--- config.mk ---
export PLATFORM = sky130hd
export DESIGN_NAME = load_unit
export DESIGN_NICKNAME = d
export VERILOG_FILES = /design/src/rtl/load_unit.sv
export SDC_FILE = /design/constraint.sdc
export NUM_CORES = 1
export LEC_CHECK = 0
export ABC_AREA = 1
export ABC_CLOCK_PERIOD_IN_PS = 1500
export BUFFER_PORTS_ARGS = -buffer_cell sky130_fd_sc_hd__buf_4
export CORE_ASPECT_RATIO = 2
export CORE_MARGIN = 2
export CORE_UTILIZATION = 45
export CTS_CLUSTER_DIAMETER = 200
export DETAILED_ROUTE_END_ITERATION = 12
export PLACE_DENSITY = 0.77
export SLEW_MARGIN = 30
export SYNTH_ARGS = -nofsm -noshare
export SYNTH_HDL_FRONTEND = slang
export SYNTH_SLANG_ARGS = --single-unit
--- constraint.sdc ---
create_clock -name clk -period 1.5 [get_ports clk]
set_input_delay 0.15 -clock clk [delete_from_list [all_inputs] [get_ports clk]]
set_output_delay 0.15 -clock clk [all_outputs]
set_load 0.01 [all_outputs]
--- src/rtl/load_unit.sv ---
// rtl/load_unit.sv - RV32I load unit between execute stage and word memory
//
// Accepts one load at a time, strobes a word-aligned read, waits MEM_LATENCY
// edges, then extracts and sign/zero-extends the byte, halfword or word.
// Misaligned loads and illegal funct3 codes are answered with rsp_error=1
// and never reach memory.
//
// Ports:
//   clk, resetn                 clock, asynchronous active-low reset
//   req_valid/req_ready         request handshake (ready only when idle)
//   req_addr/req_funct3/req_rd  byte address, RV32I load funct3, dest register
//   mem_addr/mem_rstrb          word-aligned read address, one-cycle strobe
//   mem_rdata                   read data, sampled MEM_LATENCY edges after strobe
//   rsp_valid/rsp_ready         response handshake
//   rsp_data/rsp_rd/rsp_error   extended result, dest register, error flag
module load_unit #(
  parameter int MEM_LATENCY = 1
) (
  input  logic        clk,
  input  logic        resetn,
  input  logic        req_valid,
  output logic        req_ready,
  input  logic [31:0] req_addr,
  input  logic [2:0]  req_funct3,
  input  logic [4:0]  req_rd,
  output logic [31:0] mem_addr,
  output logic        mem_rstrb,
  input  logic [31:0] mem_rdata,
  output logic        rsp_valid,
  input  logic        rsp_ready,
  output logic [31:0] rsp_data,
  output logic [4:0]  rsp_rd,
  output logic        rsp_error
);

  typedef enum logic [1:0] {S_IDLE, S_ISSUE, S_WAIT, S_RESP} state_t;

  state_t      r_state;
  state_t      w_state_nxt;
  logic [2:0]  r_funct3;
  logic [1:0]  r_lane;
  logic [1:0]  r_cnt;
  logic [31:0] r_mem_addr;
  logic        r_mem_rstrb;
  logic        r_rsp_valid;
  logic [31:0] r_rsp_data;
  logic [4:0]  r_rsp_rd;
  logic        r_rsp_error;

  logic        w_req_err;
  logic [7:0]  w_byte;
  logic [15:0] w_half;
  logic [31:0] w_ext;

  assign req_ready = (r_state == S_IDLE);
  assign mem_addr  = r_mem_addr;
  assign mem_rstrb = r_mem_rstrb;
  assign rsp_valid = r_rsp_valid;
  assign rsp_data  = r_rsp_data;
  assign rsp_rd    = r_rsp_rd;
  assign rsp_error = r_rsp_error;

  // Illegal funct3 or an address not aligned to the access size.
  always_comb begin
    w_req_err = 1'b0;
    case (req_funct3)
      3'd0, 3'd4: w_req_err = 1'b0;
      3'd1, 3'd5: w_req_err = req_addr[0];
      3'd2:       w_req_err = |req_addr[1:0];
      default:    w_req_err = 1'b1;
    endcase
  end

  // Lane selection uses the byte offset captured at accept time.
  always_comb begin
    w_byte = mem_rdata[{r_lane, 3'b000} +: 8];
    w_half = r_lane[1] ? mem_rdata[31:16] : mem_rdata[15:0];
    case (r_funct3)
      3'd0:    w_ext = {{24{w_byte[7]}}, w_byte};
      3'd4:    w_ext = {24'd0, w_byte};
      3'd1:    w_ext = {{16{w_half[15]}}, w_half};
      3'd5:    w_ext = {16'd0, w_half};
      default: w_ext = mem_rdata;
    endcase
  end

  always_ff @(posedge clk or negedge resetn) begin
    if (!resetn) r_state <= S_IDLE;
    else         r_state <= w_state_nxt;
  end

  always_comb begin
    w_state_nxt = r_state;
    case (r_state)
      S_IDLE:  if (req_valid) w_state_nxt = w_req_err ? S_RESP : S_ISSUE;
      S_ISSUE: w_state_nxt = S_WAIT;
      S_WAIT:  if (r_cnt == 2'd0) w_state_nxt = S_RESP;
      S_RESP:  if (rsp_ready) w_state_nxt = S_IDLE;
      default: w_state_nxt = S_IDLE;
    endcase
  end

  always_ff @(posedge clk or negedge resetn) begin
    if (!resetn) begin
      r_funct3    <= 3'd0;
      r_lane      <= 2'd0;
      r_cnt       <= 2'd0;
      r_mem_addr  <= 32'd0;
      r_mem_rstrb <= 1'b0;
      r_rsp_valid <= 1'b0;
      r_rsp_data  <= 32'd0;
      r_rsp_rd    <= 5'd0;
      r_rsp_error <= 1'b0;
    end else begin
      case (r_state)
        S_IDLE: begin
          if (req_valid) begin
            r_funct3    <= req_funct3;
            r_lane      <= req_addr[1:0];
            r_rsp_rd    <= req_rd;
            r_rsp_error <= w_req_err;
            if (w_req_err) begin
              // Error loads skip memory; mem_addr keeps the last good address.
              r_rsp_data  <= 32'd0;
              r_rsp_valid <= 1'b1;
            end else begin
              r_mem_addr  <= {req_addr[31:2], 2'b00};
              r_mem_rstrb <= 1'b1;
            end
          end
        end
        S_ISSUE: begin
          r_mem_rstrb <= 1'b0;
          r_cnt       <= 2'(MEM_LATENCY - 1);
        end
        S_WAIT: begin
          if (r_cnt == 2'd0) begin
            r_rsp_data  <= w_ext;
            r_rsp_valid <= 1'b1;
          end else begin
            r_cnt <= r_cnt - 2'd1;
          end
        end
        S_RESP: begin
          if (rsp_ready) r_rsp_valid <= 1'b0;
        end
        default: ;
      endcase
    end
  end

endmodule

=== Word level (Yosys, flattened, before mapping) ===
Cells that the tools add are included.

* Flip-flop bits (word level): 79
* Output and inout port bits: 73

* $add $sub $neg: 1
* Eq/ne operators: 16
* Shift-type cells: 1
* Multiplexer cells: 22
* Bitwise logic cells: 1
* Reductions and logical operators: 18

{| class="wikitable"
|+ Operator list
! operator !! number
|-
| case mux 32 bit (4 select lines) || 1
|-
| two-way mux 32 bit || 3
|-
| case mux 32 bit (2 select lines) || 1
|-
| variable part select 32 x 6 -> 8 bit || 1
|-
| two-way mux 16 bit || 1
|-
| == test 3 bit, second input constant || 4
|-
| two-way mux 2 bit || 5
|-
| != test 2 bit, second input constant || 5
|-
| AND reduction 3 bit || 3
|-
| case mux 2 bit (4 select lines) || 1
|-
| == test 3 x 1 -> 1 bit, second input constant || 2
|-
| logical NOT 3 bit || 2
|-
| two-way mux 1 bit || 6
|-
| case mux 1 bit (3 select lines) || 2
|-
| nonzero test 2 bit || 3
|-
| OR reduction 2 bit || 3
|-
| AND reduction 5 bit || 1
|-
| == test 2 bit, second input constant || 2
|-
| logical NOT 2 bit || 2
|-
| case mux 2 bit (2 select lines) || 1
|-
| AND reduction 2 bit || 2
|-
| AND reduction 4 bit || 1
|-
| == test 3 x 2 -> 1 bit, second input constant || 1
|-
| nonzero test 3 bit || 1
|-
| 5 further kinds || 5
|}

=== Longest topological paths before layout ===
* Depth after elaboration: 6
* Mapped depth: 12

=== Least setup slack after synthesis ===
Ideal clock, no wire load.

* Path kind: flip-flop to flip-flop
* Start point: reg r_state[0]
* End point: reg r_rsp_data[21], in the netlist rsp_data[21]
* Data arrival time: 1551 ps
* Data required time: 1384 ps
* Path slack: -167 ps
* Cell stages (with the launch flop): 12
* Clock period less this slack: 1667 ps
* Cell sequence: dfrtp_1 inv_1 ha_1 buf_4 nand2_1 nand3_1 inv_2 nand2_2 buf_6 buf_4 nand2_1 nand2_1

* Word-level cells in the longest chain between the ends: 3
* Elaborated cells between the ends (all ways): 8

{| class="wikitable"
|+ RTL lines
! item !! RTL line !! text
|-
| start: declaration || 38 || <nowiki>state_t r_state;</nowiki>
|-
| start signal: assignment || 89 || <nowiki>else r_state <= w_state_nxt;</nowiki>
|-
| logical NOT 2 bit (*) || -- ||
|-
| named net req_ready || 22 || <nowiki>output logic req_ready,</nowiki>
|-
| != test 2 x 1 -> 1 bit (no source line) (tied with other cells) || -- ||
|-
| AND reduction 4 bit (no source line) || -- ||
|-
| end signal: assignment || 138 || <nowiki>r_rsp_data <= w_ext;</nowiki>
|-
| end: declaration || 46 || <nowiki>logic [31:0] r_rsp_data;</nowiki>
|}

The timed path passes the listed nets; every way through them passes the cells marked *.
A chain may end at the register's enable or synchronous reset.

=== Final worst setup path ===
* Start point: reg r_state[1]
* End point: reg r_rsp_data[20], in the netlist rsp_data[20]

* Word-level cells in the longest chain between the ends: 3
* Elaborated cells between the ends (all ways): 8

{| class="wikitable"
|+ RTL lines
! item !! RTL line !! text
|-
| == test 2 bit or logical NOT 2 bit (tied branches) || 115 || <nowiki>case (r_state)</nowiki>
|-
| != test 2 bit (no source line) (tied with other cells) || -- ||
|-
| AND reduction 4 bit (no source line) || -- ||
|}

Parallel ways exist; a longest one is shown, timed or not.

==> impl_metrics.ini <==
[cts]
cts.reportedPaths.clkPinSlew_ps = 60
clockBufferDepth = 2
htreeDepth = 3
clock_sinks = 79
cts_buffers = 9
insertion_delay_ps = 330
cts_tree = done
root_buffer = clkbuf_16

[detailed_routing]
drt-pass1-iter-count = 5
wl_per_cell_um = 15.00
drtIter0Drc = 342
avgViaCountPerCell = 5.213
num_vias = 4264
drtAntennaViolNets = 0
drc = 0
routed_wl_um = 12270

[global_route]
use_met1_pct = 25.30
grt_start_max_net_pins = 80
gr-usage-met3_pct = 4.360
busiest_layer = met2
grt.overflow.total = 0
grt_use_met2_pct = 43.13
antenna_found_initial = 0
track_usage_pct = 23.80
grt_pass1_wl_um = 19060
grt_pass1_vias = 4153

[synthesis]
synth.distinct_cells = 27
synth_edf_count = 0
synth_ff_type = dfrtp_1
synth-seq-cells = 79
synth.most_common_cell = nand2_1
yosysTopAreaCell = dfrtp_1
netlist_area_um2 = 4106
syn_avg_cell_area_um2 = 7.480
synthTopCellsByArea = dfrtp_1 (48%), nand2_1 (20%), o21ai_0 (9.3%), nor2_1 (4.8%), inv_1 (2.4%)
netlist_instances = 549
yosysWarningCount = 0
synthTopCellsByCount = nand2_1 (223), dfrtp_1 (79), o21ai_0 (76), nor2_1 (52), inv_1 (26)
synth_top_family_by_area = simple AND/OR/NAND/NOR gates
postSynth.asyncResetShare_pct = 100.0
synth-simple-area-share_pct = 29.37
ys_seq_area_share_pct = 48.14
synth_xor_area_share_pct = 0
synth_fa_ha_area_share_pct = 1.828
synth_compound_area_share_pct = 11.33
synth_top_area_share_pct = 48.14
muxShareOfSynthArea_pct = 1.645

[cells_and_area]
area_growth_pct = 46.44
design_area_um2 = 6013
drive_gt1_share_pct = 36.17
fillers = 751
n_antenna_cell = 0
multiInputGateArea_um2 = 2016
layout.nets = 794
register_area_um2 = 1977
fin_cells = 818

[worst_setup_path]
cp-start-kind = flip-flop
cp-end-kind = flip-flop
max_stage_delay_ps = 430
critPathMaxFanout = 7
worst_path_max_delay_cell = dfrtp_1
rr_endpoint = rsp_data[20]$_DFFE_PN0P_
crit_type = reg2reg
ff2ff_path_depth = 11
regToRegSetupSlack_ps = -70
critPathArrivalTime_ps = 1840
worstReg2RegStart = r_state[1]$_DFFE_PN0P_
path_cells = inv_2, ha_4, nor2_2, inv_1, nand3_2, inv_2, nand2_8, clkbuf_16, nor2_4, nand2_1, nand2_1
required_ps = 1770

[hold_path]
hold_path_depth = 3
hold_path_end = mem_addr[16]$_DFFE_PN0P_
hold_start = req_addr[16]
hp-class = in2reg

[power_and_ir_drop]
p_leak_nw = 3.246
powerDensity_nw_per_um2 = 2205
peakVddDrop_mv = 1.110

[outcome]
failed_checks = setup timing
status = complete, but fails checks

[sta]
fmax_mhz = 636.8
hold_viol = 0
setup_tns_ps = -700.4
finalCritPeriodShare_pct = 104.7
timing.final.crit_period_ps = 1570
skew_ps = 6.036
drv_slew = 0
finalSetupViolations = 27
rsz0062_at_grt = yes
setup_ws_ps = -70.28

[placement]
finalWeightedCongestion = 0.9184
dpl.hpwl_um = 8615
place_inst = 793
pre_cts_slack_ps = -54.81
io_buffers = 146
placed_cell_area_um2 = 5406

[floorplan]
io_pins = 149
die-area_um2 = 9952
start_util_pct = 45.88
core_um2 = 8951
die_y_um = 139.1
die_w_um = 71.55
rows = 49

[run]
cap_viol_max_count = 0
## kinds of logic after synthesis
logic type      after synthesis
simple gates                304
compound gates               91
flops                        79
buf+inv                      62
mux                           6
fa+ha+maj                     6
other cells                   1
## worst max-delay path: cells and delay by family, from the launching register on
kind / cells / cell delay, ps
buffers and inverters: 4 / 460
DFF: 1 / 430
and+or+nand+nor: 6 / 420
adders and majority gates: 1 / 190
## layer usage
metal / part of all wire [%] / vias to the layer above
met5: 0 / -
met4: 4.9 / 0
met3: 6.4 / 53
met2: 54 / 219
met1: 34 / 1942
li1: - / 2050
## layout by cell type (no fill, tap or decap), types with 5 or more instances in the layout
cell | synthesis | layout
buf_12 | 0 | 5
o21ai_0 | 76 | 72
a21oi_1 | 9 | 6
nand2_1 | 223 | 211
nor2_4 | 0 | 8
buf_4 | 4 | 168
inv_1 | 26 | 23
nand2_4 | 2 | 6
nand2_2 | 5 | 12
nor2_1 | 52 | 34
nor2_2 | 5 | 15
mux2_2 | 6 | 6
o21ai_1 | 2 | 5
buf_6 | 5 | 5
inv_2 | 4 | 6
clkbuf_16 | 0 | 11
nand3_1 | 15 | 14
dfrtp_1 | 79 | 79
## state kept, by name, indices dropped and copies added (netlist names)
signal / flops
rsp_rd: 5
rsp_data: 32
mem_addr: 30
rsp_error: 1
r_funct3: 3
r_lane: 2
rsp_valid: 1
mem_rstrb: 1
r_state: 2
r_cnt: 2
## where the power goes
| group | internal, mW | total (mW) | switching, mW |
|---|---|---|---|
| logic | 3.46 | 7.62 | 4.16 |
| registers | 3.07 | 3.67 | 0.595 |
| clock network | 1.15 | 1.97 | 0.825 |
## how the worst max path moves through the flow
stage               cells after the start  slack (ps)                   start                       end
finish                                 11         -70  r_state[1]$_DFFE_PN0P_  rsp_data[20]$_DFFE_PN0P_
global route                            9        -170  r_state[0]$_DFFE_PN0P_   rsp_data[4]$_DFFE_PN0P_
CTS                                     5          -2  r_state[1]$_DFFE_PN0P_                 req_ready
detailed placement                     10         -50  r_state[0]$_DFFE_PN0P_   rsp_data[9]$_DFFE_PN0P_
global placement                       10          10  r_state[0]$_DFFE_PN0P_  rsp_data[14]$_DFFE_PN0P_
floorplan                              12           2  r_state[1]$_DFFE_PN0P_   rsp_data[6]$_DFFE_PN0P_
## through the flow
step	hold WS [ps]	total power, mW	utilization, %
3_3_place_gp	201.8	9.747	60.40
6_report	16.44	13.26	67.18
2_1_floorplan	-145.6	7.328	-
4_1_cts	9.571	12.31	64.54
5_1_grt	12.79	14.18	67.18
3_5_place_dp	207.6	9.931	60.40
## final cells by class
type	instances	share of cell area, %
well taps	102	2.122
multi-input cells	409	33.52
flip-flops and latches	79	32.88
clock buffers	11	4.037
repair buffers	182	25.03
clock inverters	4	0.3745
inverters	31	2.039
## what timing repair did
item                                    in CTS  in global routing
endpoints found under the setup margin      34                 63
hold buffers                                 1                  0
resized for setup                           10                 53
buffers inserted                             4                  2
endpoints found under the hold margin       79                  0
cloned                                       1                  3
pin swaps                                    1                  8
Note: power is estimated with default switching activity, not from simulation.
